**src/rtl/muldiv_pkg.sv**
```systemverilog
// muldiv_pkg: shared encodings and constants for the multiply/divide sequencer.
package muldiv_pkg;
    localparam logic [1:0] MD_MULT  = 2'b00;
    localparam logic [1:0] MD_MULTU = 2'b01;
    localparam logic [1:0] MD_DIV   = 2'b10;
    localparam logic [1:0] MD_DIVU  = 2'b11;
    localparam int DIV_STEPS_DEFAULT = 32;
    localparam logic [31:0] DIV0_LO = 32'hFFFF_FFFF;
    typedef enum logic [1:0] {IDLE, MUL, DIV, DONE} state_t;
endpackage

```
**src/rtl/muldiv_div_radix2.sv**
```systemverilog
// div_radix2: unsigned radix-2 restoring divider, one quotient bit per cycle.
// done_o and quo_o/rem_o reflect the final step combinationally so the caller can load them on that edge.
module div_radix2
    import muldiv_pkg::*;
#(
    parameter int STEPS = DIV_STEPS_DEFAULT
) (
    input  logic        clk,
    input  logic        resetn,
    input  logic        start_i,
    input  logic        abort_i,
    input  logic [31:0] dividend_i,
    input  logic [31:0] divisor_i,
    output logic        done_o,
    output logic [31:0] quo_o,
    output logic [31:0] rem_o
);
    logic        busy_q;
    logic [5:0]  cnt_q;
    logic [31:0] rem_q, quo_q, dvs_q;
    logic [32:0] sh;
    logic        ge;
    assign sh     = {rem_q, quo_q[31]};
    assign ge     = sh >= {1'b0, dvs_q};
    assign quo_o  = {quo_q[30:0], ge};
    assign rem_o  = ge ? sh[31:0] - dvs_q : sh[31:0];
    assign done_o = busy_q && cnt_q == 6'(STEPS - 1);
    always_ff @(posedge clk or negedge resetn) begin
        if (!resetn) begin
            busy_q <= 1'b0;
            cnt_q  <= '0;
            rem_q  <= '0;
            quo_q  <= '0;
            dvs_q  <= '0;
        end else if (abort_i) begin
            busy_q <= 1'b0;
            cnt_q  <= '0;
        end else if (start_i) begin
            busy_q <= 1'b1;
            cnt_q  <= '0;
            rem_q  <= '0;
            quo_q  <= dividend_i;
            dvs_q  <= divisor_i;
        end else if (busy_q) begin
            rem_q  <= rem_o;
            quo_q  <= quo_o;
            cnt_q  <= done_o ? '0 : cnt_q + 6'd1;
            busy_q <= !done_o;
        end
    end
endmodule

```
**src/rtl/muldiv_ctrl.sv**
```systemverilog
// muldiv_ctrl: MULT/MULTU/DIV/DIVU sequencer holding EX via stall_o until HI/LO are ready.
// MULDIV_DIV_EARLY_OUT_EN enables the |b|>|a| divide shortcut and the div0_o flag.
module muldiv_ctrl
    import muldiv_pkg::*;
#(
    parameter int MUL_LAT   = 2,
    parameter int DIV_STEPS = DIV_STEPS_DEFAULT
) (
    input  logic        clk,
    input  logic        resetn,
    input  logic        start_i,
    input  logic [1:0]  op_i,
    input  logic [31:0] a_i,
    input  logic [31:0] b_i,
    input  logic        flush_i,
    output logic        stall_o,
    output logic        done_o,
    output logic [31:0] hi_o,
    output logic [31:0] lo_o,
    output logic        div0_o
);
    state_t      state_q;
    logic [2:0]  cnt_q;
    logic        neg_q, rsign_q, done_q, div0_q;
    logic [31:0] hi_q, lo_q;
    logic [63:0] prod_q [MUL_LAT];
    logic        go, is_div, sgn, b_zero, early, div_start, div_done;
    logic [31:0] abs_a, abs_b, quo, rem;
    logic [63:0] prod;
`ifdef MULDIV_DIV_EARLY_OUT_EN
    localparam bit DIV0_EN = 1'b1;
    assign early = abs_b > abs_a;
`else
    localparam bit DIV0_EN = 1'b0;
    assign early = 1'b0;
`endif
    assign go        = resetn && state_q == IDLE && start_i && !flush_i;
    assign is_div    = op_i == MD_DIV || op_i == MD_DIVU;
    assign sgn       = op_i == MD_MULT || op_i == MD_DIV;
    assign abs_a     = sgn && a_i[31] ? -a_i : a_i;
    assign abs_b     = sgn && b_i[31] ? -b_i : b_i;
    assign b_zero    = b_i == '0;
    assign div_start = go && is_div && !b_zero && !early;
    // Sign-extending to 64 bits makes one modular multiply serve both signed and unsigned ops.
    assign prod      = {{32{sgn & a_i[31]}}, a_i} * {{32{sgn & b_i[31]}}, b_i};
    assign stall_o   = go || state_q == MUL || state_q == DIV;
    assign done_o    = done_q;
    assign hi_o      = hi_q;
    assign lo_o      = lo_q;
    assign div0_o    = div0_q;
    div_radix2 #(.STEPS(DIV_STEPS)) u_div (
        .clk        (clk),
        .resetn     (resetn),
        .start_i    (div_start),
        .abort_i    (flush_i),
        .dividend_i (abs_a),
        .divisor_i  (abs_b),
        .done_o     (div_done),
        .quo_o      (quo),
        .rem_o      (rem)
    );
    always_ff @(posedge clk or negedge resetn) begin
        if (!resetn) begin
            state_q <= IDLE;
            cnt_q   <= '0;
            neg_q   <= 1'b0;
            rsign_q <= 1'b0;
            done_q  <= 1'b0;
            div0_q  <= 1'b0;
            hi_q    <= '0;
            lo_q    <= '0;
            for (int i = 0; i < MUL_LAT; i++) prod_q[i] <= '0;
        end else begin
            done_q <= 1'b0;
            div0_q <= 1'b0;
            for (int i = 1; i < MUL_LAT; i++) prod_q[i] <= prod_q[i-1];
            if (flush_i) state_q <= IDLE;
            else case (state_q)
                IDLE: if (start_i) begin
                    cnt_q   <= '0;
                    neg_q   <= sgn & (a_i[31] ^ b_i[31]);
                    rsign_q <= sgn & a_i[31];
                    if (!is_div) begin
                        prod_q[0] <= prod;
                        state_q   <= MUL;
                    end else if (b_zero || early) begin
                        state_q <= DONE;
                        done_q  <= 1'b1;
                        div0_q  <= DIV0_EN && b_zero;
                        hi_q    <= a_i;
                        lo_q    <= b_zero ? DIV0_LO : '0;
                    end else state_q <= DIV;
                end
                MUL: if (cnt_q == 3'(MUL_LAT - 1)) begin
                    state_q <= DONE;
                    done_q  <= 1'b1;
                    hi_q    <= prod_q[MUL_LAT-1][63:32];
                    lo_q    <= prod_q[MUL_LAT-1][31:0];
                end else cnt_q <= cnt_q + 3'd1;
                DIV: if (div_done) begin
                    state_q <= DONE;
                    done_q  <= 1'b1;
                    hi_q    <= rsign_q ? -rem : rem;
                    lo_q    <= neg_q ? -quo : quo;
                end
                default: state_q <= IDLE;
            endcase
        end
    end
endmodule

```
**config.mk**
```make
export PLATFORM = sky130hd
export DESIGN_NAME = muldiv_ctrl
export DESIGN_NICKNAME = d
export VERILOG_FILES = /design/src/rtl/muldiv_pkg.sv /design/src/rtl/muldiv_div_radix2.sv /design/src/rtl/muldiv_ctrl.sv
export SDC_FILE = /design/constraint.sdc
export NUM_CORES = 2
export LEC_CHECK = 0
export BUFFER_PORTS_ARGS = -buffer_cell sky130_fd_sc_hd__buf_2
export CORE_ASPECT_RATIO = 0.75
export CORE_UTILIZATION = 50
export DETAILED_ROUTE_END_ITERATION = 7
export GPL_TIMING_DRIVEN = 0
export PLACE_DENSITY = 0.7
export SETUP_SLACK_MARGIN = 0.2
export SYNTH_ARGS = -nofsm -noshare
export SYNTH_HDL_FRONTEND = slang
export SYNTH_SLANG_ARGS = --single-unit
```
**constraint.sdc**
```tcl
create_clock -name clk -period 6.29 [get_ports clk]
set_input_delay 0.9435 -clock clk [delete_from_list [all_inputs] [get_ports clk]]
set_output_delay 0.9435 -clock clk [all_outputs]
set_load 0.01 [all_outputs]
```
==> key figures <==
STA
  • Setup TNS: -75.69 ns
  • Fin. Hold Viols: 0
  • Max Transition Viols Final: 0
  • Worst Tran Pin Value: 1.24 ns
  • Final Setup Violations: 48
  • Max-Slew Margin vs Limit: 17.4%
  • Final worst slack: -2.65 ns
  • F_max: 0.112 GHz
  • RSZ-0062 raised after global routing: true
  • Layout Skew: 0.0209 ns
  • Period utilization: 142%
  • Tmin final: 8.94 ns

Logic synthesis
  • Yosys warns: 0
  • Distinct cells, synth: 100
  • Synth Flop Type: dfrtp_1
  • Synth Instances: 6,077
  • Syn_nets: 7,529
  • Syn Area/Cell: 9.03 um^2
  • #FFs+latches synth: 303
  • Post-Syn Area: 54,900 um^2
  • Post-synth ARST share: 100%
  • Post-synth EDFFs: 0
  • Seq/Total Area, Yosys: 13.8%

Global routing
  • Initial antenna violation count: 22
  • Largest net degree at the start of global routing: 121
  • Vias in the first global route: 46,226
  • Gr usage total: 42.9%
  • Grt ovf: 0
  • First-pass GRT wire length: 334,000 um

Place
  • Dpl ws: -4.58 ns
  • Port Buf Inserts: 92
  • Placer Congestion: 1.07
  • DP HPWL: 190,000 um
  • Placed cell area: 58,400 um^2
  • Placed Cells incl. Taps: 7,603

Critical path
  • Crit path DAT: 9.38 ns
  • Worst path top cell family by delay: adder cells
  • Startpoint Class: input pin
  • Reg-to-reg endpoint: hi_o[20]$_DFFE_PN0P_
  • Critical path's slowest cell: fa_2
  • Buffers & Inverters on Critical Path: 14
  • Kind of critical path: in -> reg
  • Reg2reg setup slack: 0.27 ns
  • Worst reg2reg path depth: 23
  • WP data required: 6.72 ns
  • Peak fanout along the critical path: 5
  • Slowest cell delay on critical path: 0.69 ns
  • Crit end category: flip-flop
  • R2r startpoint: u_div.rem_q[7]$_DFFE_PN0P_

Detailed routing
  • Total routed wirelength: 237,000 um
  • Drt drc: 0
  • First DRT Iteration DRCs: 5,779
  • Highest metal used: met5
  • Met2 wire len: 93,300 um
  • Via count: 46,515
  • Pre-antenna DRT Iters: 6
  • Post-route ant nets: 0
  • Via density: 5.94
  • Met3 wire len: 33,900 um
  • Routed met1 length: 97,200 um
  • DR WL/cell: 30.2 um

Outcome
  • Failing checks: setup timing
  • Status: finished with violations

Die
  • Core ar.: 108,000 um^2
  • # IOs: 137
  • Row cnt: 104
  • Initial core utilization: 50.8%
  • Die H: 289 um
  • Die width: 385 um
  • Die ar.: 111,000 um^2

CTS
  • CTS tree: yes
  • Num CTS Buffers: 26
  • Clock slew seen by the registers of the worst setup and hold paths: 0.08 ns
  • H-tree depth: 1
  • Max Buffers Root-to-Sink: 3
  • Clock root buffer: clkbuf_16
  • Worst-Skew Late Latency: 0.60 ns
  • CTS Sinks: 303

Final layout
  • Post-route non-filler standard cell count: 7,830
  • Finished Cell Area: 63,800 um^2
  • Filler cells: 9,385
  • Area growth syn-to-layout: 16.2%
  • Layout cells sized above 1: 14.9%
  • Layout Nets: 7,820

Min path
  • HP Class: in -> async

Job
  • Max-capacitance violation count: 0
[registers in the layout, summed over array words and instances (netlist names)]
| register | count |
|---|---|
| cnt_q | 3 |
| done_o | 1 |
| hi_o | 32 |
| lo_o | 32 |
| neg_q | 1 |
| prod_q | 128 |
| rsign_q | 1 |
| state_q | 2 |
| u_div.busy_q | 1 |
| u_div.cnt_q | 6 |
| u_div.dvs_q | 32 |
| u_div.quo_q | 32 |
| u_div.rem_q | 32 |
[layout by cell type (no fill, tap or decap), types with 84 or more instances in the layout]
| cell | Yosys | layout |
|---|---|---|
| a21oi_1 | 151 | 119 |
| nand2_1 | 992 | 978 |
| and2_1 | 393 | 366 |
| xor2_1 | 89 | 84 |
| dfrtp_1 | 303 | 301 |
| buf_2 | 27 | 116 |
| clkbuf_1 | 297 | 90 |
| ha_1 | 256 | 220 |
| buf_4 | 11 | 149 |
| fa_1 | 1126 | 1076 |
| nor2_1 | 221 | 212 |
| o21ai_0 | 242 | 181 |
| inv_1 | 1160 | 1119 |
| xnor2_1 | 128 | 117 |
[worst max path at each step]
stage            start                       to  slack (ns)  cells past startpoint
2_1_floorplan  a_i[31]  prod_q[126]$_DFFE_PN0P_       -2.52                     31
3_3_place_gp   a_i[31]  prod_q[126]$_DFFE_PN0P_       -4.49                     31
3_5_place_dp   a_i[31]  prod_q[127]$_DFFE_PN0P_       -4.58                     31
4_1_cts        a_i[31]  prod_q[126]$_DFFE_PN0P_       -2.48                     33
5_1_grt        a_i[31]  prod_q[126]$_DFFE_PN0P_       -2.78                     35
6_report       a_i[31]  prod_q[120]$_DFFE_PN0P_       -2.65                     35
[cell usage after synthesis (7+ instances only)]
cell | n | area, um^2
o2111ai_1 | 7 | 61.3
o21ai_1 | 25 | 125
buf_1 | 50 | 188
a221oi_1 | 27 | 236
and3_1 | 9 | 56.3
mux2_2 | 10 | 113
fa_1 | 1126 | 22500
xnor2_1 | 128 | 1120
mux2i_1 | 25 | 250
dfrtp_1 | 303 | 7580
a21oi_1 | 151 | 756
clkbuf_1 | 297 | 1110
o21a_1 | 20 | 150
a41oi_1 | 23 | 201
ha_1 | 256 | 3200
nor2b_1 | 20 | 125
buf_2 | 27 | 135
nor2_1 | 221 | 830
nor3_1 | 43 | 215
inv_1 | 1160 | 4350
o31ai_1 | 51 | 383
buf_4 | 11 | 82.6
or3_1 | 25 | 156
and2_1 | 393 | 2460
nand3_1 | 38 | 190
a211oi_1 | 13 | 97.6
nor4_1 | 14 | 87.6
a31oi_1 | 24 | 150
o22ai_1 | 15 | 93.8
nand4_1 | 17 | 106
o41ai_1 | 7 | 61.3
o21ai_0 | 242 | 1210
xor2_1 | 89 | 780
nand2b_1 | 29 | 181
nand2_1 | 992 | 3720
nand3b_1 | 10 | 75.1
a21o_1 | 49 | 368
[logic make-up after synthesis]
family | Yosys count | share of synthesized area (%)
compound gates | 730 | 8.55
xor+xnor | 217 | 3.46
fa+ha+maj | 1382 | 46.9
buf+inv | 1554 | 10.8
flops | 303 | 13.8
mux | 36 | 0.686
other cells | 1 | 0.00683
simple gates | 1854 | 15.7
[area by class of cell]
cell class,count,area (um^2),area share [%]
clock buffers,33,697,1.09
inverters,1163,4390,6.88
well taps,1431,1790,2.81
repair buffers,267,2180,3.42
clock inverters,13,136,0.214
multi-input cells,4220,42800,67.2
flip-flops and latches,303,7580,11.9
plain buffers,387,4120,6.46
diodes,13,32.5,0.0510
[layer usage]
| layer | track usage, % | vias to the layer above |
|---|---|---|
| met5 | 0.715 | - |
| met4 | 18.2 | 10 |
| met3 | 16.6 | 525 |
| met2 | 57.5 | 3117 |
| met1 | 61.4 | 23862 |
| li1 | - | 19001 |
[metrics by stage]
step,util [%],hold slack (ns)
2_1_floorplan,-,0.349
3_3_place_gp,54.0,0.355
3_5_place_dp,54.0,0.356
4_1_cts,57.6,0.333
5_1_grt,59.0,0.365
6_report,59.0,0.334
[what timing repair did]
action,in CTS,in global routing
buffers inserted,82,88
setup endpoints to repair,64,63
pin swaps,100,120
hold buffers,0,0
gates cloned,0,2
resized for setup,626,265
Power is left out: the tool's default activity adds up to more than one toggle a clock period on the data nets, which glitch-free logic cannot reach.
